==> config.mk <==
export PLATFORM = sky130hd
export DESIGN_NAME = sorted_vec_unloader
export DESIGN_NICKNAME = d
export VERILOG_FILES = /design/src/rtl/sorted_vec_unloader.sv
export SDC_FILE = /design/constraint.sdc
export NUM_CORES = 1
export LEC_CHECK = 0
export ABC_CLOCK_PERIOD_IN_PS = 3170
export BUFFER_PORTS_ARGS = -buffer_cell sky130_fd_sc_hd__clkbuf_2
export CAP_MARGIN = 10
export CORE_MARGIN = 3
export CORE_UTILIZATION = 35
export DETAILED_ROUTE_END_ITERATION = 12
export HOLD_SLACK_MARGIN = 0.02
export SYNTH_ARGS = -nofsm -noshare
export SYNTH_HDL_FRONTEND = slang
export SYNTH_SLANG_ARGS = --single-unit
==> constraint.sdc <==
create_clock -name clk -period 3.17 [get_ports clk]
set_input_delay 0.4755 -clock clk [delete_from_list [all_inputs] [get_ports clk]]
set_output_delay 0.4755 -clock clk [all_outputs]
set_load 0.01 [all_outputs]
==> src/rtl/sorted_vec_unloader.sv <==
// sorted_vec_unloader: accepts descending-sorted N-element vectors into a
// two-slot ping-pong buffer and streams them out one element per handshake,
// largest first, flagging any element that is larger than its predecessor.
module sorted_vec_unloader #(
   parameter int DW = 8,
   parameter int N  = 8
) (
   input  logic                 clk,
   input  logic                 rst_n,
   input  logic                 vec_valid,
   output logic                 vec_ready,
   input  logic [N*DW-1:0]      vec_data,
   output logic                 out_valid,
   input  logic                 out_ready,
   output logic [DW-1:0]        out_data,
   output logic [$clog2(N)-1:0] out_idx,
   output logic                 out_last,
   output logic                 out_order_err,
   input  logic                 clr_err,
   output logic                 err_sticky
);

   localparam int IW = $clog2(N);

   // Occupancy of the ping-pong buffer.
   typedef enum logic [1:0] {
      EMPTY = 2'd0,
      ONE   = 2'd1,
      FULL  = 2'd2
   } occ_t;

   occ_t              state;
   occ_t              state_next;
   logic              wp;
   logic              rp;
   logic [IW-1:0]     idx;
   logic [IW-1:0]     prev_idx;
   logic [N*DW-1:0]   slot [2];
   logic [N*DW-1:0]   rd_vec;
   logic [DW-1:0]     elem [N];
   logic [DW-1:0]     cur_elem;
   logic [DW-1:0]     prev_elem;
   logic              accept;
   logic              pop;
   logic              last_pop;
   logic              order_err;

   assign accept   = vec_valid & vec_ready;
   assign pop      = out_valid & out_ready;
   assign last_pop = pop & (&idx);

   // Occupancy next-state: accept and final pop in the same cycle cancel out.
   always_comb begin
      state_next = state;
      unique case (state)
         EMPTY: if (accept) state_next = ONE;
         ONE: begin
            if (accept && !last_pop)      state_next = FULL;
            else if (!accept && last_pop) state_next = EMPTY;
         end
         FULL: if (last_pop) state_next = ONE;
         default: state_next = EMPTY;
      endcase
   end

   // Control state: occupancy, pointers, element counter, registered ready.
   always_ff @(posedge clk or negedge rst_n) begin
      if (!rst_n) begin
         state     <= EMPTY;
         wp        <= 1'b0;
         rp        <= 1'b0;
         idx       <= '0;
         vec_ready <= 1'b0;
      end else begin
         state     <= state_next;
         wp        <= wp ^ accept;
         rp        <= rp ^ last_pop;
         if (pop) idx <= idx + IW'(1);
         // Ready is a pure function of next occupancy, so out_ready never
         // reaches vec_ready combinationally.
         vec_ready <= (state_next != FULL);
      end
   end

   // Vector storage; contents need no reset since out_valid gates their use.
   always_ff @(posedge clk) begin
      if (accept) slot[wp] <= vec_data;
   end

   // Unpack the slot being read into individual elements.
   always_comb begin
      rd_vec = slot[rp];
      for (int unsigned k = 0; k < N; k++) begin
         elem[k] = rd_vec[k*DW +: DW];
      end
   end

   assign prev_idx  = idx - IW'(1);
   assign cur_elem  = elem[idx];
   assign prev_elem = elem[prev_idx];
   assign order_err = (idx != '0) && (cur_elem > prev_elem);

   // Output stage: everything is forced to zero while the buffer is empty.
   always_comb begin
      out_valid     = (state != EMPTY);
      out_data      = '0;
      out_idx       = '0;
      out_last      = 1'b0;
      out_order_err = 1'b0;
      if (out_valid) begin
         out_data      = cur_elem;
         out_idx       = idx;
         out_last      = &idx;
         out_order_err = order_err;
      end
   end

   // Sticky order error: a flagged pop wins over a same-cycle clear.
   always_ff @(posedge clk or negedge rst_n) begin
      if (!rst_n)                   err_sticky <= 1'b0;
      else if (pop && out_order_err) err_sticky <= 1'b1;
      else if (clr_err)             err_sticky <= 1'b0;
   end

endmodule

-- Word level (Yosys, flattened, before mapping)
Memories as Yosys holds them, arrays and structs flattened.
Index checks and enable logic that the tools add are counted.
W data, S select, Z words.
- flip-flop bits (word level): 9
- memory bits (writable): 128
- memories kept: 1
- memory list (name ; words ; bits a word ; rd ports ; clocked after memory_dff ; write ports ; line ; RTL):
    slot ; 2 ; 64 ; 1 ; 0 ; 1 ; 38 ; logic [N*DW-1:0] slot [2];
- add/subtract/negate cells: 2
- order comparisons: 3
- equal/unequal tests: 3
- muxes and demuxes: 19
- bitwise gates (word level): 7
- reductions and logical operators: 11
- operators by type and width (cell ; count):
    $bmux W8 S3 ; 2
    $mux W8 ; 5
    $ge A4 B4 Y1 const B ; 2
    $gt A8 B8 Y1 ; 1
    $mux W2 ; 4
    $not A3 Y4 ; 2
    $mux W1 ; 6
    $pmux W2 S3 ; 1
    $logic_and A1 B1 Y1 ; 4
    $reduce_bool A2 Y1 ; 2
    $add A3 B1 Y3 const B ; 1
    $and A1 B1 Y1 ; 3
    $mux W3 ; 1
    $reduce_and A3 Y1 ; 1
    $reduce_bool A3 Y1 ; 1
    $sub A3 B1 Y3 const B ; 1
    $eq A2 B1 Y1 const B ; 1
    $eq A2 B2 Y1 const B ; 1
    $logic_not A1 Y1 ; 2
    $logic_not A2 Y1 ; 1
    $ne A2 B2 Y1 const B ; 1
    $xor A1 B1 Y1 ; 2

-- Longest topological paths before layout
- word-level depth: 10
- gate-level depth with buffers: 15
- gate-level depth less buffers: 11

-- Least setup slack after synthesis
OpenSTA, ideal clock, no wires.
- path type: reg2out
- start: reg idx[0]
- end: out out_order_err
- arrival time: 2.877 ns
- path slack: -0.183 ns
- cell stages (with the launch flop): 16
- buffers on the path: 5
- cell sequence: dfrtp_1 -> clkbuf_8 -> inv_1 -> buf_4 -> buf_6 -> ha_1 -> clkbuf_8 -> clkbuf_8 -> and2_2 -> a21oi_1 -> o221ai_1 -> ha_1 -> a21oi_1 -> a21boi_0 -> nor2_1 -> a21oi_1
- longest elaborated chain between the ends: 8
- ends and longest elaborated chain (element ; line ; RTL):
    start, declared ; 36 ; logic [IW-1:0] idx;
    start signal, assigned ; 78 ; if (pop) idx <= idx + IW'(1);
    $sub A3 B1 Y3 ; 98 ; assign prev_idx = idx - IW'(1);
    net prev_idx[0] ; 37 ; logic [IW-1:0] prev_idx;
    $not A3 Y4 (not written as such) ; 100 ; assign prev_elem = elem[prev_idx];
    $bmux W8 S3 ; 100 ;
    $mux W8 (not written as such) (2 in a row) ; 100 ;
    $gt A8 B8 Y1 ; 101 ; assign order_err = (idx != '0) && (cur_elem > prev_elem);
    $logic_and A1 B1 Y1 ; 101 ;
    $mux W1 ; 110 ; if (out_valid) begin
    end, declared ; 18 ; output logic out_order_err,
The timed path passes the listed nets, and every way through them passes these cells. The select of a mux whose other input is x is not followed.

-- Worst setup path after layout
- start: reg rp
- end: out out_order_err
- longest elaborated chain between the ends: 7
- ends and longest elaborated chain (element ; line ; RTL):
    start, declared ; 35 ; logic rp;
    start signal, assigned ; 77 ; rp <= rp ^ last_pop;
    $mem_v2 Z2 W64 * ; -- ;
    $bmux W8 S3, on equally long branches ; 99, 100 ;
    $mux W8, on equally long branches (2 in a row) ; 99, 100 ;
    $gt A8 B8 Y1 * ; 101 ;
    $logic_and A1 B1 Y1 * ; 101 ;
    $mux W1 * ; 110 ;
Mark *: on every way between the ends. The rest lies on a longest branch, timed or not. The select of a mux whose other input is x is not followed.

==> impl_metrics.ini <==
[drt]
drc = 0
wl_per_cell_um = 20.1
detail-route-antenna-nets = 0
routed_via_density = 5.16
drt-initial-drc-count = 253
vias = 3897
firstDrtPassIters = 5
drt-total-wl_um = 15200

[die]
initial_core_util_pct = 36.0
die_width_um = 145
die_h_um = 145
io_pins = 85
dieArea_um2 = 21200
core_um2 = 18900
num_rows = 50

[synth]
synth_adder_area_share_pct = 2.57
ys_async_sr_fraction_pct = 6.57
ys_seq_area_share_pct = 59.8
synth-compound-area-share_pct = 4.74
synthMuxAreaShare_pct = 25.3
synth-simple-area-share_pct = 3.27
synth_seq_cells = 137
syn-num-nets = 446
ys_warn_count = 0
synth_cell_type_count = 43
synth-xor-area-share_pct = 0.515
synth-edff-count = 128
synth_top_family_by_area = multiplexers
syn-mean-instance-area_um2 = 18.8
syn_inst = 363
yosys_most_used_dff = edfxtp_1
synth_area_um2 = 6810

[global_route]
grt_usage_pct = 14.9
grt_max_degree = 41
grt_pass1_vias = 4319
antenna_found_initial = 0
grt_overflow = 0
grt_pass1_wl_um = 24400

[setup_path]
required_ns = 2.69
crit_path_end_kind = output port
startpoint_type = flip-flop
critical_path_arrival_ns = 3.12
crit_slowest_cell = mux4_4
path_buf_inv = 2
cp_max_fo = 16
critPathKind = reg -> out
crit_top_cell = a21oi_2
cpPeakStageDelay_ns = 0.66
path_cells = buf_12, mux4_4, mux2i_2, a21oi_2, ha_1, nor2b_1, o211ai_1, a21o_1, a21oi_2, buf_2
critPathTopFamily = multiplexers

[flow_run]
max-cap-violations = 0

[cts]
cts_root_buffer = clkbuf_16
clk_transition_reported_paths_ns = 0.06
cts.path.max_buffers = 2
htreeDepth = 4
clkLatencyLatePin_ns = 0.42
cts.sinks = 137
cts_buffers = 17
cts_tree = yes

[timing]
final.setup.worst_slack_ns = -0.428
fmax_mhz = 278
worst_pin_slew_ns = 0.583
max_slew_margin_pct = 61.2
finalMaxSlewViolations = 0
clock_skew_ns = 0.00769
fin_crit_sh_pct = 114
whs_ns = 0.247
period_needed_ns = 3.60
final_hold_viol_count = 0
rsz0062_at_grt = yes
fin_tns_setup_ns = -0.428
finalSetupViolCount = 1

[power]
power.share.switching_pct = 35.3
switching_power_mw = 3.28
power_mw = 9.30
internal_power_mw = 6.02
ir_worst_vdd_uv = 627
p_per_area_nw_per_um2 = 1120
leakage_nw = 3.10
p_clk_share_pct = 20.9
pwr-share-seq_pct = 28.4
p_comb_share_pct = 50.8

[final_layout]
n_fill_cell = 1714
final_common_cell = edfxtp_1
drive_gt1_share_pct = 44.8
n_antenna_cell = 0
final_core_util_pct = 43.9
fin_nets = 565
syn2layout_area_growth_pct = 21.9
fin_cells = 755
layout_common_cells = edfxtp_1, clkbuf_2, buf_4

[place]
dp.cells = 713
gp_congestion = 0.753
dp_hpwl_um = 10800
numPortBuffers = 84

[hold_path]
hp-class = in -> reg

[outcome]
status = finished, violations left
violations = setup timing
[final timing paths]
check / start / endpoint / slack (ns) / depth (start not counted)
hold / removal: vec_data[34] / slot[1][34] / 0.25 / 1
hold reg to reg: state[0] / state[0] / 0.54 / 1
setup reg to reg: rp / err_sticky / 0.32 / 10
setup / recovery: rp / out_order_err / -0.43 / 10
max in group asynchronous: rst_n / rp / 2.49 / 2
min in group asynchronous: rst_n / rp / 0.46 / 2
[per-stage QoR]
stage	instance area, um^2	worst slack [ns]
floorplan	6840	0.0411
global placement	7630	-0.0476
detailed placement	7630	-0.0433
CTS	8250	-0.471
global route	8300	-0.594
finish	8300	-0.428
[what timing repair did]
| action | in CTS | in global routing |
|---|---|---|
| hold buffers | 1 | 0 |
| hold endpoints to repair | 9 | 0 |
| setup endpoints to repair | 1 | 1 |
| pin swaps | 0 | 1 |
| gates resized for setup | 1 | 3 |
| buffers inserted | 3 | 6 |
[state kept, by name (all words and copies together), names as in the netlist]
| name | count |
|---|---|
| slot | 128 |
| rp | 1 |
| wp | 1 |
| vec_ready | 1 |
| idx | 3 |
| state | 2 |
| err_sticky | 1 |
[worst reg2reg max path, stage by stage, from the launching register on]
cell and delay [ns]:
dfrtp_4 0.47, buf_12 0.18, buf_4 0.14, mux4_2 0.47, a22o_1 0.20, a221oi_2 0.24
ha_1 0.31, nand4_1 0.13, o221ai_1 0.18, o21ba_2 0.24, a21oi_1 0.18
[cells in the mapped netlist, drive strengths merged, types with 4 or more instances]
cell | instances | share of area [%]
nor3 | 5 | 0.37
a21oi | 15 | 1.1
mux4 | 56 | 20
ha | 14 | 2.6
inv | 8 | 0.44
nand2 | 12 | 0.66
mux2i | 13 | 1.9
o221ai | 5 | 0.64
buf | 12 | 2.0
and2 | 4 | 0.39
nor2 | 15 | 0.97
edfxtp | 128 | 56
a211oi | 7 | 0.77
mux2 | 19 | 3.5
clkbuf | 10 | 1.4
dfrtp | 9 | 3.3
[logic make-up after synthesis]
kind of cell	after synthesis
fa+ha+maj	14
flops	137
xor+xnor	4
compound gates	44
buf+inv	30
mux	88
simple gates	46
[layout make-up]
class,count,area (um^2),area share (%)
clock buffer,17,425,5.13
clock inverter,15,159,1.91
inverter,8,30.0,0.362
multi-input combinational,196,2510,30.3
sequential,137,4070,49.1
tap,260,325,3.92
timing repair buffer,122,771,9.29
[layer usage]
metal  part of all wire, %  GRT usage (%)
met5                     0              0
met4                   1.9           5.37
met3                   4.3           3.49
met2                    49           24.2
met1                    44           19.7
[power groups by stage]
stage               combinational (mW)  clock [mW]  sequential (mW)
finish                            4.72        1.94             2.64
global route                      5.20        2.05             2.68
CTS                               4.71        1.98             2.64
detailed placement                4.63           0             2.67
global placement                  4.60           0             2.66
floorplan                         3.41           0             2.60
(Power assumes the default switching activity.)
